`src/rtl/reg_write_scoreboard.sv`:
```
// rtl/reg_write_scoreboard.sv - one-hot register write-enable decoder with pending-write scoreboard
module reg_write_scoreboard #(
    parameter int ADDR_W = 3,
    parameter int BYPASS = 0
) (
    input  logic                Clock,
    input  logic                Reset,
    input  logic                En,
    input  logic [ADDR_W-1:0]   W,
    input  logic                Iss,
    input  logic [ADDR_W-1:0]   IssAddr,
    input  logic                RdAV,
    input  logic                RdBV,
    input  logic [ADDR_W-1:0]   RdA,
    input  logic [ADDR_W-1:0]   RdB,
    output logic [2**ADDR_W-1:0] Y,
    output logic [2**ADDR_W-1:0] Busy,
    output logic [ADDR_W:0]     PendCnt,
    output logic                Stall,
    output logic                Orphan
);

    localparam int NREG = 2**ADDR_W;

    logic [NREG-1:0] mask;
    logic [NREG-1:0] eff;
    logic [NREG-1:0] clr;
    logic [NREG-1:0] set;
    logic [NREG-1:0] busy_next;
    logic [ADDR_W:0] cnt_next;
    logic            acc;

    // Hazard detection, issue acceptance and next scoreboard state
    always_comb begin
        mask = '0;
        if ((BYPASS != 0) && En) begin
            mask[W] = 1'b1;
        end
        eff   = Busy & ~mask;
        Stall = (RdAV & eff[RdA]) | (RdBV & eff[RdB]) | (Iss & eff[IssAddr]);
        acc   = Iss & ~Stall;

        clr = '0;
        if (En) begin
            clr[W] = 1'b1;
        end
        set = '0;
        if (acc) begin
            set[IssAddr] = 1'b1;
        end
        // Set is applied after clear so a same-register issue keeps the bit
        busy_next = (Busy & ~clr) | set;

        cnt_next = '0;
        for (int i = 0; i < NREG; i++) begin
            cnt_next = cnt_next + {{ADDR_W{1'b0}}, busy_next[i]};
        end
    end

    // Registered write enable, scoreboard, pending count and orphan pulse
    always_ff @(posedge Clock) begin
        if (Reset) begin
            Y       <= '0;
            Busy    <= '0;
            PendCnt <= '0;
            Orphan  <= 1'b0;
        end else begin
            Y       <= clr;
            Busy    <= busy_next;
            PendCnt <= cnt_next;
            Orphan  <= En & ~Busy[W];
        end
    end

endmodule

```
`config.mk`:
```
export PLATFORM = sky130hd
export DESIGN_NAME = reg_write_scoreboard
export DESIGN_NICKNAME = d
export VERILOG_FILES = /design/src/rtl/reg_write_scoreboard.sv
export SDC_FILE = /design/constraint.sdc
export NUM_CORES = 1
export LEC_CHECK = 0
export CORE_AREA = 2 2 77 79
export DETAILED_ROUTE_END_ITERATION = 6
export DIE_AREA = 0 0 79 81
export REMOVE_ABC_BUFFERS = 1
export SYNTH_ARGS = -nofsm -noshare
export SYNTH_HDL_FRONTEND = slang
export SYNTH_SLANG_ARGS = --single-unit
```
`constraint.sdc`:
```
create_clock -name Clock -period 5.16 [get_ports Clock]
set_clock_uncertainty 0.15 [all_clocks]
set_input_delay 1.032 -clock Clock [delete_from_list [all_inputs] [get_ports Clock]]
set_output_delay 1.032 -clock Clock [all_outputs]
set_load 0.03 [all_outputs]
```
==> results of run 1 <==
[synthesized netlist by cell type, types with 3 or more instances]
library cell  number
dfxtp_1           21
nand2_1           12
nor2_1            11
o31ai_1           10
or2_2             10
o31a_1             8
inv_1              7
clkbuf_1           6
nand2b_1           6
o21ai_0            6
mux2_2             5
nor2b_1            5
fa_1               4
mux2i_1            4
mux4_2             4
ha_1               3
nand3_1            3
[registers in the layout, indices dropped and copies added, names as in the netlist]
name	count
Y	8
Orphan	1
Busy	8
PendCnt	4
[worst paths after layout]
path | endpoint | slack (ns)
max | PendCnt[2] | 0.25
min | Busy[1] | 0.54
max reg2reg | PendCnt[2] | 0.93
min reg2reg | Busy[1] | 0.54
[routing by layer]
| metal | track usage (%) | vias to the layer above |
|---|---|---|
| li1 | - | 616 |
| met1 | 14.16 | 591 |
| met2 | 18.56 | 44 |
| met3 | 2.778 | 6 |
| met4 | 6.207 | 0 |
| met5 | 0 | - |
[worst max-delay path, cell delays in order]
cell	delay, ns
clkdlybuf4s50_1	0.57
mux2_2	0.37
o22ai_2	0.18
o21ai_2	0.12
o31a_1	0.32
fa_1	0.51
fa_1	0.54
fa_1	0.41
inv_1	0.07
ha_2	0.17
inv_1	0.05
fa_1	0.37
xor2_1	0.14
nor2_1	0.05
[power by group through the flow]
stage,sequential (µW),clock [µW],combinational (µW)
5_1_grt,172,121,118
4_1_cts,171,113,106
2_1_floorplan,184,0,41.2
3_3_place_gp,175,0,106
6_report,171,108,108
3_5_place_dp,175,0,106
[cells by family (layout without fill, tap and decap cells)]
kind of cell               count (synthesis)  count (layout)  synth area share (%)
adders and majority gates                  7               7                 8.704
and+or+nand+nor                           53              53                 20.09
DFF                                       21              21                 31.11
AOI/OAI and AO/OA                         33              33                 19.63
xor gates and xnor gates                   1               1                0.6483
muxes                                     13              13                 13.80
buffers and inverters                     17              68                 6.019
[through the flow]
stage,instance area (µm²),setup WS [ns],total power [µW],hold slack (ns),cells
4_1_cts,1954,0.005572,389.9,0.5473,270
3_5_place_dp,1908,-0.3136,280.5,0.5229,266
5_1_grt,1982,0.07538,410.7,0.5788,271
2_1_floorplan,1296,0.2712,225.1,0.5901,135
3_3_place_gp,1908,-0.2828,280.5,0.5255,266
6_report,1982,0.2534,386.9,0.5389,271
[what timing repair did]
action,in CTS,in global routing
setup buffers,0,1
cloned,0,0
endpoints found under the setup margin,2,2
endpoints found under the hold margin,0,0
pin swaps,0,4
gates resized for setup,2,6
[layout make-up]
class	count	area share [%]
multi-input combinational	107	43.56
clock inverter	1	0.2525
tap	75	4.735
inverter	7	1.326
sequential	21	21.21
clock buffer	3	2.083
timing repair buffer	57	26.83
==> out/qor.yml, run 1 <==
cts:
  path_clk_slew_ns: 0.08
  cts_made_buffers: 3
  clock_path_buffers: 2
  cts-hold-fix-buffers: 0
  cts.htree.levels: 1
  tritoncts: "done"
  insertion_delay_ns: 0.26
  cts-root-buf: "clkbuf_8"
  clock_sinks: 21
yosys:
  syn_avg_cell_area_um2: 9.319
  synthCells: 145
  yosys_warnings: 0
  synth_top_area_share_pct: 31.11
  synth_edf_count: 0
  ys_dominant_reg_cell: "dfxtp_1"
  synthArstFlopShare_pct: 0
  syn_area_um2: 1351
  yosysSeqAreaShare_pct: 31.11
  synth_seq_cells: 21
  synth.lib_cells_used.distinct: 33
  yosys.area.top_type: "dfxtp_1"
  synth_area_leaders: "dfxtp_1, mux4_2, fa_1, o31ai_1, o31a_1"
final_layout:
  final_common_cell: "clkdlybuf4s50_1"
  num-fill-cells: 592
  syn_to_final_growth_pct: 46.67
  layout.nets: 222
  seq_area_um2: 420.4
  final_cell_mix: "clkdlybuf4s50_1, dfxtp_1, buf_4"
  diodes: 0
  final_util_pct: 34.92
  drive_above_1_share_pct: 23.47
  multiInputGateArea_um2: 863.3
timing:
  finalCritPeriodShare_pct: 95.09
  max_freq_ghz: 0.2038
  hold_viol_final: 0
  finalCriticalPeriod_ns: 4.907
  tightest_slew_ns: 0.5883
  rsz0062_at_grt: "false"
  drv_slew: 0
  slew_headroom_pct: 60.66
  final-setup-viol-count: 0
  final.setup.tns_ns: 0
run_status:
  status: "completed"
pwr:
  p_leak_uw: 0.0007790
  switching_share_pct: 29.14
  seqPwrFrac_pct: 44.2
  clkPwrFrac_pct: 28.0
  power.internal_uw: 274.2
  combPwrFrac_pct: 27.8
  peakVddDrop_mv: 0.07586
  cellPowerDensity_nw_per_um2: 195.2
  p_sw_uw: 112.8
die:
  dieWidth_um: 79
  start_util_pct: 23.81
  io_pins: 40
  dieArea_um2: 6399
  core-area_um2: 5675
  rows: 28
  die_h_um: 81
setup_path:
  critPathLaunchType: "input pin"
  reg2reg_from: "Busy[7]"
  crit_start: "IssAddr[2]"
  rr_worst_depth: 13
  arrival_ns: 4.89
  path_max_fanout: 5
  critical_path_class: "in2reg"
  cp.required_ns: 5.14
  end_kind: "register"
place:
  routabilityCongestion: 0.8203
  port_buffers: 39
  hpwl_um: 2709
route:
  wl_per_cell_um: 12.92
  first_pass_iters: 4
  drc: 0
  wl_met2_um: 1670
  viasPerCell: 4.638
  drtIter0Drc: 47
  drtAntennaViolNets: 0
  wl_met1_um: 1520
  num_vias: 1257
  highest-signal-layer: "met4"
  wl_um: 3500
  wl_met3_um: 240
global_route:
  grt_max_degree: 18
  grt_usage_pct: 11.49
  overflow: 0
  first_global_vias: 1224
  antenna_found_initial: 0
  grt_pass1_wl_um: 5775
hold_path:
  min-delay-start: "Busy[1]"
  min_path_cells: 3
  hp-class: "reg2reg"
job:
  drv_cap: 0
Power figures use the tool's default switching activity.
==> inputs of run 2 (changes only) <==
Settings changed: CORE_AREA 2 2 77 79 to 2 2 58 60, DIE_AREA 0 0 79 81 to 0 0 60 62, PLACE_DENSITY from default to 0.75.
==> out/qor.yml, run 2 (synthesis results as in run 1) <==
setup_path:
  path_max_fanout: 4  # -1
  end_kind: "register"
  cp.required_ns: 5.21  # +0.07 ns
  critPathLaunchType: "input pin"
  critical_path_class: "in2reg"
  arrival_ns: 5.07  # +0.18 ns
final_layout:
  multiInputGateArea_um2: 853.3  # -1.2%
  layout.nets: 222  # unchanged
  final_common_cell: "clkdlybuf4s50_1"
  reg.largest.list: "Busy (8), Y (8), PendCnt (4)"
  seq_area_um2: 420.4  # unchanged
  syn_to_final_growth_pct: 41.94
  final_util_pct: 60.33  # +25 points
  stdcell_count: 242  # -11%
  final_cell_mix: "clkdlybuf4s50_1, dfxtp_1, buf_4"
  num-fill-cells: 289  # -51%
  diodes: 0  # unchanged
  drive_above_1_share_pct: 22.45  # -1.0 points
route:
  wl_per_cell_um: 14.06  # +8.9%
  first_pass_iters: 4  # unchanged
  drtIter0Drc: 36  # -23%
  wl_um: 3403  # -2.8%
  viasPerCell: 5.293  # +14%
  num_vias: 1281  # +1.9%
  drtAntennaViolNets: 0  # unchanged
  drc: 0  # unchanged
die:
  io_pins: 40  # unchanged
  die_h_um: 62  # -23%
  rows: 21  # -25%
  dieWidth_um: 60  # -24%
  start_util_pct: 42.50  # +19 points
  core-area_um2: 3179  # -44%
  dieArea_um2: 3720  # -42%
cts:
  clock_sinks: 21  # unchanged
  tritoncts: "done"
  insertion_delay_ns: 0.31  # +0.05 ns
  cts-root-buf: "clkbuf_4"
  path_clk_slew_ns: 0.13  # +0.05 ns
  cts.htree.levels: 1  # unchanged
  cts_made_buffers: 3  # unchanged
  clock_path_buffers: 2  # unchanged
  cts_setup_buffers: 0  # unchanged
timing:
  max_freq_ghz: 0.1992  # -2.3%
  final-setup-viol-count: 0  # unchanged
  rsz0062_at_grt: "false"
  slew_headroom_pct: 61.85  # +1.2 points
  drv_slew: 0  # unchanged
  tightest_slew_ns: 0.5704  # -0.01785 ns
  finalCriticalPeriod_ns: 5.020  # +0.1133 ns
  hold_viol_final: 0  # unchanged
  finalCritPeriodShare_pct: 97.29  # +2.2 points
pwr:
  p_leak_uw: 0.0007571  # -2.8%
  peakVddDrop_mv: 0.07770  # +2.4%
  cellPowerDensity_nw_per_um2: 189.5  # -2.9%
place:
  port_buffers: 39  # unchanged
  hpwl_um: 2711  # about the same
  dpl.cell_count: 238  # -11%
  routabilityCongestion: 0.8966  # +9.3%
global_route:
  grt_max_degree: 18  # unchanged
  grt_pass1_wl_um: 5616  # -2.8%
  overflow: 0  # unchanged
  first_global_vias: 1253  # +2.4%
  antenna_found_initial: 0  # unchanged
  grt_usage_pct: 20.17  # +8.7 points
run_status:
  status: "completed"
hold_path:
  hp-class: "reg2reg"
job:
  drv_cap: 0  # unchanged
-- run 2: metrics by stage --
step / power (µW) / hold WS [ns] / worst slack [ns] / setup TNS (ns) / instance area, µm²
6_report: 363.5 / 0.5689 / 0.1400 / 0 / 1918
5_1_grt: 378.7 / 0.6035 / 0.01510 / 0 / 1918
4_1_cts: 362.9 / 0.5602 / 0.06087 / 0 / 1909
3_5_place_dp: 280.6 / 0.5361 / -0.2748 / -0.5092 / 1879
3_3_place_gp: 279.8 / 0.5463 / -0.2317 / -0.4387 / 1879
2_1_floorplan: 225.1 / 0.5901 / 0.2712 / 0 / 1296
-- run 2: final cells by class --
| class | instances | area share (%) |
|---|---|---|
| multi-input cells | 107 | 44.49 |
| clock buffers | 3 | 1.174 |
| well taps | 46 | 3.001 |
| flip-flops and latches | 21 | 21.92 |
| repair buffers | 57 | 27.66 |
| inverters | 7 | 1.370 |
| clock inverters | 1 | 0.3914 |
-- run 2: routing by layer --
layer	vias up	track usage [%]	part of all wire, %
met3	6	2.899	4.5
met5	-	0	0
met2	44	35.09	50
met4	0	9.524	1.4
li1	617	-	-
met1	614	24.68	44
-- run 2: worst max-delay path, stage by stage --
cell             delay (ns)
clkdlybuf4s50_1        0.50
mux2_2                 0.35
o31a_1                 0.24
a32o_2                 0.30
o41a_1                 0.44
fa_1                   0.48
fa_1                   0.51
fa_1                   0.40
inv_1                  0.06
ha_1                   0.15
inv_1                  0.06
fa_2                   0.51
nor2_1                 0.04
-- run 2: path summary, 6_finish.rpt --
| check | endpoint | from | depth (start not counted) | slack, ns |
|---|---|---|---|---|
| hold reg to reg | Busy[5] | Busy[5] | 3 | 0.57 |
| hold / removal | Busy[5] | Busy[5] | 3 | 0.57 |
| setup reg to reg | PendCnt[1] | Busy[7] | 12 | 0.97 |
| setup / recovery | PendCnt[1] | RdA[2] | 13 | 0.14 |
-- run 2: power breakdown --
group	switching, µW	internal (µW)	total (µW)
sequential	3.57	167	171
clock	56.2	29.6	85.8
combinational	53.7	53.1	107
total	114	250	364
-- run 2: timing repair --
action / CTS / global route
hold buffers: 0 / 0
gates resized for setup: 0 / 4
setup endpoints to repair: 0 / 2
